$ cat src/rtl/pipe_pkg.sv
// Shared types and defaults for the pipeline hazard/sequencing controller.
package pipe_pkg;

  typedef enum logic [1:0] {
    RUN      = 2'd0,
    MEM_WAIT = 2'd1,
    ERR      = 2'd2
  } state_t;

  typedef enum logic [1:0] {
    CAUSE_NONE     = 2'd0,
    CAUSE_MEMWAIT  = 2'd1,
    CAUSE_REDIRECT = 2'd2,
    CAUSE_LOADUSE  = 2'd3
  } cause_t;

  localparam int unsigned MEM_TIMEOUT_DEF = 255;
  localparam int unsigned CNT_W_DEF       = 16;

endpackage

$ cat src/rtl/pipe_ctrl_hazard_detect.sv
// Load-use hazard compare between the EX load destination and the ID sources.
module hazard_detect (
  input  logic       ex_is_load,
  input  logic [4:0] ex_rd,
  input  logic [4:0] id_rs1,
  input  logic [4:0] id_rs2,
  input  logic       id_use_rs1,
  input  logic       id_use_rs2,
  output logic       hazard
);

  logic rs1_hit;
  logic rs2_hit;

  always_comb begin
    rs1_hit = id_use_rs1 && (id_rs1 == ex_rd);
    rs2_hit = id_use_rs2 && (id_rs2 == ex_rd);
    // x0 is never written, so a load to x0 cannot create a dependency
    hazard  = ex_is_load && (ex_rd != 5'd0) && (rs1_hit || rs2_hit);
  end

endmodule

$ cat src/rtl/pipe_ctrl.sv
// Pipeline controller: PC/stage-register enables, flushes, redirects, memory-wait timeout and stall counters.
module pipe_ctrl
  import pipe_pkg::*;
#(
  parameter int unsigned MEM_TIMEOUT = MEM_TIMEOUT_DEF,
  parameter int unsigned CNT_W       = CNT_W_DEF
) (
  input  logic             clk,
  input  logic             rst,
  input  logic             ex_branch_taken,
  input  logic             ex_jal,
  input  logic             ex_jalr,
  input  logic [31:0]      ex_target,
  input  logic [31:0]      ex_jalr_target,
  input  logic             ex_is_load,
  input  logic [4:0]       ex_rd,
  input  logic [4:0]       id_rs1,
  input  logic [4:0]       id_rs2,
  input  logic             id_use_rs1,
  input  logic             id_use_rs2,
  input  logic             mem_req,
  input  logic             mem_valid,
  output logic             pc_en,
  output logic             pc_redirect,
  output logic [31:0]      pc_target,
  output logic             if_id_en,
  output logic             id_ex_en,
  output logic             ex_mem_en,
  output logic             mem_wb_en,
  output logic             if_id_flush,
  output logic             id_ex_flush,
  output logic             mem_wb_flush,
  output logic             mem_timeout,
  output logic [CNT_W-1:0] stall_cnt,
  output logic [CNT_W-1:0] flush_cnt
);

  localparam int unsigned TW = $clog2(MEM_TIMEOUT + 1);
  localparam logic [TW-1:0] WAIT_LAST = TW'(MEM_TIMEOUT - 1);

  state_t        state;
  cause_t        cause;
  logic [TW-1:0] wait_cnt;
  logic          mem_wait;
  logic          redirect;
  logic          load_use;

  hazard_detect u_hazard (
    .ex_is_load (ex_is_load),
    .ex_rd      (ex_rd),
    .id_rs1     (id_rs1),
    .id_rs2     (id_rs2),
    .id_use_rs1 (id_use_rs1),
    .id_use_rs2 (id_use_rs2),
    .hazard     (load_use)
  );

  always_comb begin
    mem_wait = mem_req && !mem_valid;
    redirect = ex_branch_taken || ex_jal || ex_jalr;
    cause    = CAUSE_NONE;
    if (mem_wait)      cause = CAUSE_MEMWAIT;
    else if (redirect) cause = CAUSE_REDIRECT;
    else if (load_use) cause = CAUSE_LOADUSE;
  end

  always_comb begin
    pc_en        = 1'b1;
    if_id_en     = 1'b1;
    id_ex_en     = 1'b1;
    ex_mem_en    = 1'b1;
    mem_wb_en    = 1'b1;
    if_id_flush  = 1'b0;
    id_ex_flush  = 1'b0;
    mem_wb_flush = 1'b0;
    pc_redirect  = 1'b0;
    mem_timeout  = 1'b0;
    // Branch/JAL win over JALR; JALR target has bit 0 cleared
    pc_target    = (ex_branch_taken || ex_jal) ? ex_target : (ex_jalr_target & ~32'd1);
    if (rst) begin
      {pc_en, if_id_en, id_ex_en, ex_mem_en, mem_wb_en} = '0;
      {if_id_flush, id_ex_flush, mem_wb_flush}          = '1;
      pc_target = '0;
    end else if (state == ERR) begin
      {pc_en, if_id_en, id_ex_en, ex_mem_en, mem_wb_en} = '0;
      mem_timeout = 1'b1;
    end else begin
      unique case (cause)
        CAUSE_MEMWAIT: begin
          {pc_en, if_id_en, id_ex_en, ex_mem_en, mem_wb_en} = '0;
          mem_wb_flush = 1'b1;
        end
        CAUSE_REDIRECT: begin
          pc_redirect = 1'b1;
          if_id_flush = 1'b1;
          id_ex_flush = 1'b1;
        end
        CAUSE_LOADUSE: begin
          pc_en       = 1'b0;
          if_id_en    = 1'b0;
          id_ex_flush = 1'b1;
        end
        default: ;
      endcase
    end
  end

  always_ff @(posedge clk) begin
    if (rst) begin
      state     <= RUN;
      wait_cnt  <= '0;
      stall_cnt <= '0;
      flush_cnt <= '0;
    end else begin
      if (!pc_en && stall_cnt != '1) stall_cnt <= stall_cnt + CNT_W'(1);
      if (pc_redirect && flush_cnt != '1) flush_cnt <= flush_cnt + CNT_W'(1);
      if (state != ERR) begin
        if (mem_wait) begin
          state    <= (wait_cnt == WAIT_LAST) ? ERR : MEM_WAIT;
          wait_cnt <= wait_cnt + TW'(1);
        end else begin
          state    <= RUN;
          wait_cnt <= '0;
        end
      end
    end
  end

endmodule

$ cat config.mk
export PLATFORM = sky130hd
export DESIGN_NAME = pipe_ctrl
export DESIGN_NICKNAME = d
export VERILOG_FILES = /design/src/rtl/pipe_pkg.sv /design/src/rtl/pipe_ctrl_hazard_detect.sv /design/src/rtl/pipe_ctrl.sv
export SDC_FILE = /design/constraint.sdc
export NUM_CORES = 1
export LEC_CHECK = 0
export ABC_AREA = 1
export BUFFER_PORTS_ARGS = -buffer_cell sky130_fd_sc_hd__buf_2
export CAP_MARGIN = 20
export CELL_PAD_IN_SITES_DETAIL_PLACEMENT = 1
export CELL_PAD_IN_SITES_GLOBAL_PLACEMENT = 1
export CORE_ASPECT_RATIO = 0.7
export CORE_MARGIN = 4
export CORE_UTILIZATION = 32
export CTS_BUF_LIST = sky130_fd_sc_hd__clkbuf_16
export DETAILED_ROUTE_END_ITERATION = 10
export PLACE_DENSITY = 0.92
export SETUP_SLACK_MARGIN = 0.1
export SLEW_MARGIN = 30
export SYNTH_ARGS = -nofsm -noshare
export SYNTH_HDL_FRONTEND = slang
export SYNTH_SLANG_ARGS = --single-unit
export TNS_END_PERCENT = 5
$ cat constraint.sdc
create_clock -name clk -period 5.5 [get_ports clk]
set_input_delay 1.65 -clock clk [delete_from_list [all_inputs] [get_ports clk]]
set_output_delay 1.65 -clock clk [all_outputs]
set_load 0.01 [all_outputs]
# Word-level counts from Yosys, hierarchy flattened
# Index checks and enable logic that the tools add are counted.
dict set report totals {
  reg_bits 42
  inputBits 89
  output_inout_bits 74
  elab_cells 58
}
dict set report classes {
  addsub 3
  n_eq_ne 10
  mux 26
  n_reduce_logical 15
}
# operator count
set ops {}
lappend ops {{32-bit two-way mux} 2}
lappend ops {{16-bit by 1-bit adder with 16-bit output (second input constant)} 2}
lappend ops {{16-bit inequality test (second input constant)} 2}
lappend ops {{1-bit two-way mux} 18}
lappend ops {{5-bit equality test} 2}
lappend ops {{2-bit two-way mux} 5}
lappend ops {{8-bit by 1-bit adder with 8-bit output (second input constant)} 1}
lappend ops {{8-bit equality test (second input constant)} 1}
lappend ops {{8-bit two-way mux} 1}
lappend ops {{1-bit logical AND} 7}
lappend ops {{2-bit equality test (second input constant)} 3}
lappend ops {{5-bit nonzero test} 1}
lappend ops {{2-bit OR reduction} 2}
lappend ops {{1-bit logical OR} 3}
lappend ops {{2-bit by 1-bit equality test with 1-bit output (second input constant)} 1}
lappend ops {{1-bit zero test} 2}
lappend ops {{2-bit inequality test (second input constant)} 1}

# Logic depth before layout (Yosys ltp)
dict set report logic_depth {
  depth_word 14
  mapped_depth 12
}

# Hierarchy
# A second synthesis with hierarchy kept.
dict set report hier_totals {
  cells_unflattened 547
  area_unflattened_um2 3205.6
}
# mod instances cells_each area_per_inst_um2 seq_area_each_um2
set by_module_without_submodules {}
lappend by_module_without_submodules {pipe_ctrl 1 492 2989.1 840.8}
lappend by_module_without_submodules {hazard_detect 1 55 216.5 0.0}

# Least setup slack after synthesis
# Ideal clock, no wire load.
dict set report synth_timing {
  path_kind {input-to-output}
  from {in mem_valid}
  to {out pc_en}
  t_arrival_ns 2.717
  slack_ns 1.133
  path_stages 8
  path_buffers 2
  path_cell_list {inv_1 -> nand2_1 -> nand2_2 -> nor2_1 -> nand2_4 -> buf_6 -> inv_1 -> buf_4}
}
dict set report synth_via {
  elab_chain_cells 8
}
# item line_no
set synth_rtl {}
lappend synth_rtl {{from (decl)} pipe_ctrl.sv:22} ;# input logic mem_valid,
lappend synth_rtl {{1-bit zero test *} pipe_ctrl.sv:59} ;# mem_wait = mem_req && !mem_valid;
lappend synth_rtl {{1-bit logical AND *} pipe_ctrl.sv:59}
lappend synth_rtl {{2-bit two-way mux *} pipe_ctrl.sv:62} ;# if (mem_wait) cause = CAUSE_MEMWAIT;
lappend synth_rtl {{2-bit by 1-bit equality test with 1-bit output or 2-bit equality test (tied branches)} n/a}
lappend synth_rtl {{2-bit OR reduction (no source line) *} n/a}
lappend synth_rtl {{1-bit two-way mux * (3 in a row)} n/a}
lappend synth_rtl {{to (decl)} pipe_ctrl.sv:23} ;# output logic pc_en,
# Mark *: on every way between the ends. The rest lies on a longest branch, timed or not.

# Worst setup path after layout
dict set report layout_timing {
  from {in ex_jal}
  to {out pc_target[19]}
}
dict set report layout_via {
  elab_chain_cells 3
}
# item line_no
set layout_rtl {}
lappend layout_rtl {{from (decl)} pipe_ctrl.sv:11} ;# input logic ex_jal,
lappend layout_rtl {{1-bit logical OR} pipe_ctrl.sv:79} ;# pc_target = (ex_branch_taken || ex_jal) ? ex_target : (ex_jalr_target & ~32'd1);
lappend layout_rtl {{32-bit two-way mux} pipe_ctrl.sv:79}
lappend layout_rtl {{32-bit two-way mux} pipe_ctrl.sv:80} ;# if (rst) begin
lappend layout_rtl {{to (decl)} pipe_ctrl.sv:25} ;# output logic [31:0] pc_target,
# Every way passes these cells.

==> results.txt <==
DRT Wirelength: 11580 um
endpoint of the worst hold-timing path: wait_cnt[7]$_SDFFE_PP0P_
combinational power share: 20.1%
post-synth cell types: 39
fraction of layout cells with a size suffix above 1: 30.47%
number of global-route vias before repair: 3940
sequential share of the synthesized area: 27.90%
M1 WL: 5081 um
total CTS buffers: 5
Synth area leaders: dfxtp_1 (28%), nor2_1 (13%), nand2_1 (11%), o21ai_0 (7.0%), inv_1 (5.9%)
Fin. Hold Viols: 0
critical path's slowest cell: or2_1
H-tree depth: 2
CTS clock-pin slew for the worst setup and hold paths: 0.06 ns
switching share of power: 28.82%
Cells after Synth: 489
top sig layer: met4
sequential power share: 41.5%
GR Util All Layers: 20.47%
vias: 3782
crit path time final: 4.781 ns
Routed WL per cell: 15.16 um
cells along the critical path: buf_2, or2_1, inv_1, buf_4, nor2_1, nor2_1, buf_2
crit path DAT: 3.13 ns
Peak supply drop: 0.0001268 V
Die X: 124 um
Post-Syn Nets: 582
Final setup viols: 0
hold buffer count at CTS: 0
RSZ-0062 raised after global routing: false
Setup TNS: 0 ns
Tightest Hold Check Type: flop to flop
most frequent cells in the layout: buf_2 (161), nor2_1 (107), nand2_1 (90)
Async S/R FF share, synth: 0%
Met3 Wirelength: 658 um
Hold Crit Start: wait_cnt[7]$_SDFFE_PP0P_
actual slew at the worst max-slew pin: 0.7650 ns
r2r setup slk: 3.42 ns
R2R cell count: 9
power share of the clock group: 38.3%
Skew-Pair Late Insertion Delay: 0.28 ns
commonest non-fill, non-tap cell in the layout: buf_2
# IOs: 163
grt total ovfl: 0
Initial Utilization: 33.10%
postcts setup bufs: 0
number of diodes: 0
layout net count: 732
critical path class: primary input to primary output
CTS Root Cell: clkbuf_16
leak pwr: 1.994 nW
worst path required time: 3.85 ns
synthesized flop and latch total: 42
status: finished, final reports clean
Die Y: 89.20 um
maximum clock path buffer count: 2
detail-routed via count per cell: 4.950
r2r endpoint: flush_cnt[9]$_SDFFE_PP0P_
area leader, netlist: dfxtp_1
detailed placement HPWL: 9374 um
sw power: 0.2174 mW
# fillers: 1267
cts repair resizes: 0
Max Fclk: 209.1 MHz
EDFF count, synth: 0
Worst R2R Start: state[0]$_SDFFE_PP0P_
Slew Viols, Final: 0
synthesized area: 3014 sq um
top-area cell type share of the netlist area: 27.90%
power density over the cells: 187.6 nW/um^2
initial drt markers: 172
Layout area overhead: 33.37%
clock sinks: 42
cell internal pwr: 0.5368 mW
final worst-path cycle share: 86.93%
Clock Skew: 0.008277 ns
Critical Path Sink Type: primary output
headroom to the max-slew limit: 48.94%
core area: 9107 sq um
Worst path max stage delay: 0.46 ns
first-pass GRT wire length: 18250 um
Hold Crit Depth: 1
Die ar.: 11060 sq um
Startpoint Class: primary input
ys flop type: dfxtp_1
largest net degree at the start of global routing: 33
IO buf count: 161
First-pass DRT Iterations: 4
number of antenna violations at the first check in global routing: 0
row count: 29
# DRC: 0
global placer's final weighted congestion: 0.8879
max-cap viol count: 0
TritonCTS clock tree: yes
Final Power: 0.7541 mW
met2 wire len: 5674 um
post-route ant nets: 0
Yosys warning count: 0
syn avg cell area: 6.164 sq um
Worst Path Max Fanout: 32
-- sequential cells by signal, summed over array words and instances, names as in the netlist --
name	flops
flush_cnt	16
stall_cnt	16
state	2
wait_cnt	8
-- critical path, delay by kind of cell --
| kind | cells | cell delay, ns |
|---|---|---|
| simple gates | 3 | 0.75 |
| buf+inv | 4 | 0.71 |
-- final cells by class --
type,count,area (sq um),area share [%]
multi-input cells,374,1851,46.03
repair buffers,166,843.3,20.98
inverters,50,187.7,4.669
well taps,124,155.1,3.859
clock buffers,5,125.1,3.112
flip-flops and latches,42,840.8,20.91
clock inverters,3,17.52,0.4357
-- per-stage QoR --
stage	utilization [%]	setup slack [ns]	hold WS, ns	cells	area, sq um
after CTS	44.14	0.6844	0.4731	764	4020
after floorplan	-	1.133	0.4360	489	3014
after global routing	44.14	0.5621	0.4903	764	4020
final	44.14	0.7186	0.4730	764	4020
after global placement	42.57	0.7254	0.4527	756	3877
after detailed placement	42.57	0.6883	0.4626	756	3877
-- power by group through the flow --
stage | combinational [mW] | clock, mW | sequential, mW
floorplan | 0.0823 | 0 | 0.320
global placement | 0.147 | 0 | 0.319
detailed placement | 0.153 | 0 | 0.320
CTS | 0.154 | 0.294 | 0.313
global route | 0.170 | 0.311 | 0.313
finish | 0.152 | 0.289 | 0.313
-- synthesized netlist by cell type (3+ instances only) --
master and instances:
o21ai_0 42, clkbuf_1 11, nor2_1 107, nor3_1 6, nor3_2 3, nand2_2 3
xnor2_1 10, nand2_4 3, xor2_1 7, buf_6 4, a21oi_1 31, nand2_1 90
dfxtp_1 42, buf_4 4, inv_2 3, nand3b_1 3, ha_1 4, buf_2 3
nand3_1 35, inv_1 47, nand4_1 8
-- cell families (layout without fill, tap and decap cells) --
group,count (synthesis),after routing,share of synthesized area (%)
AND/OR/NAND/NOR,271,271,40.60
AO/OA/AOI/OAI,82,82,14.20
buffers and inverters,73,224,10.71
flip-flops,42,42,27.90
XOR/XNOR,17,17,4.940
adder cells (fa/ha/maj),4,4,1.661
-- worst max path at each step --
stage / from / cells after the start / to
after floorplan: mem_valid / 8 / pc_en
after global placement: ex_jal / 7 / pc_target[31]
final: ex_jal / 7 / pc_target[19]
after CTS: ex_jal / 7 / pc_target[19]
after global routing: ex_jal / 7 / pc_target[19]
after detailed placement: ex_jal / 7 / pc_target[19]
-- layer usage --
layer | vias to the layer above | global-route usage, %
met1 | 1781 | 25.08
li1 | 1877 | -
met4 | 0 | 3.877
met2 | 110 | 37.62
met3 | 14 | 4.175
met5 | - | 0
Power figures use the tool's default switching activity.
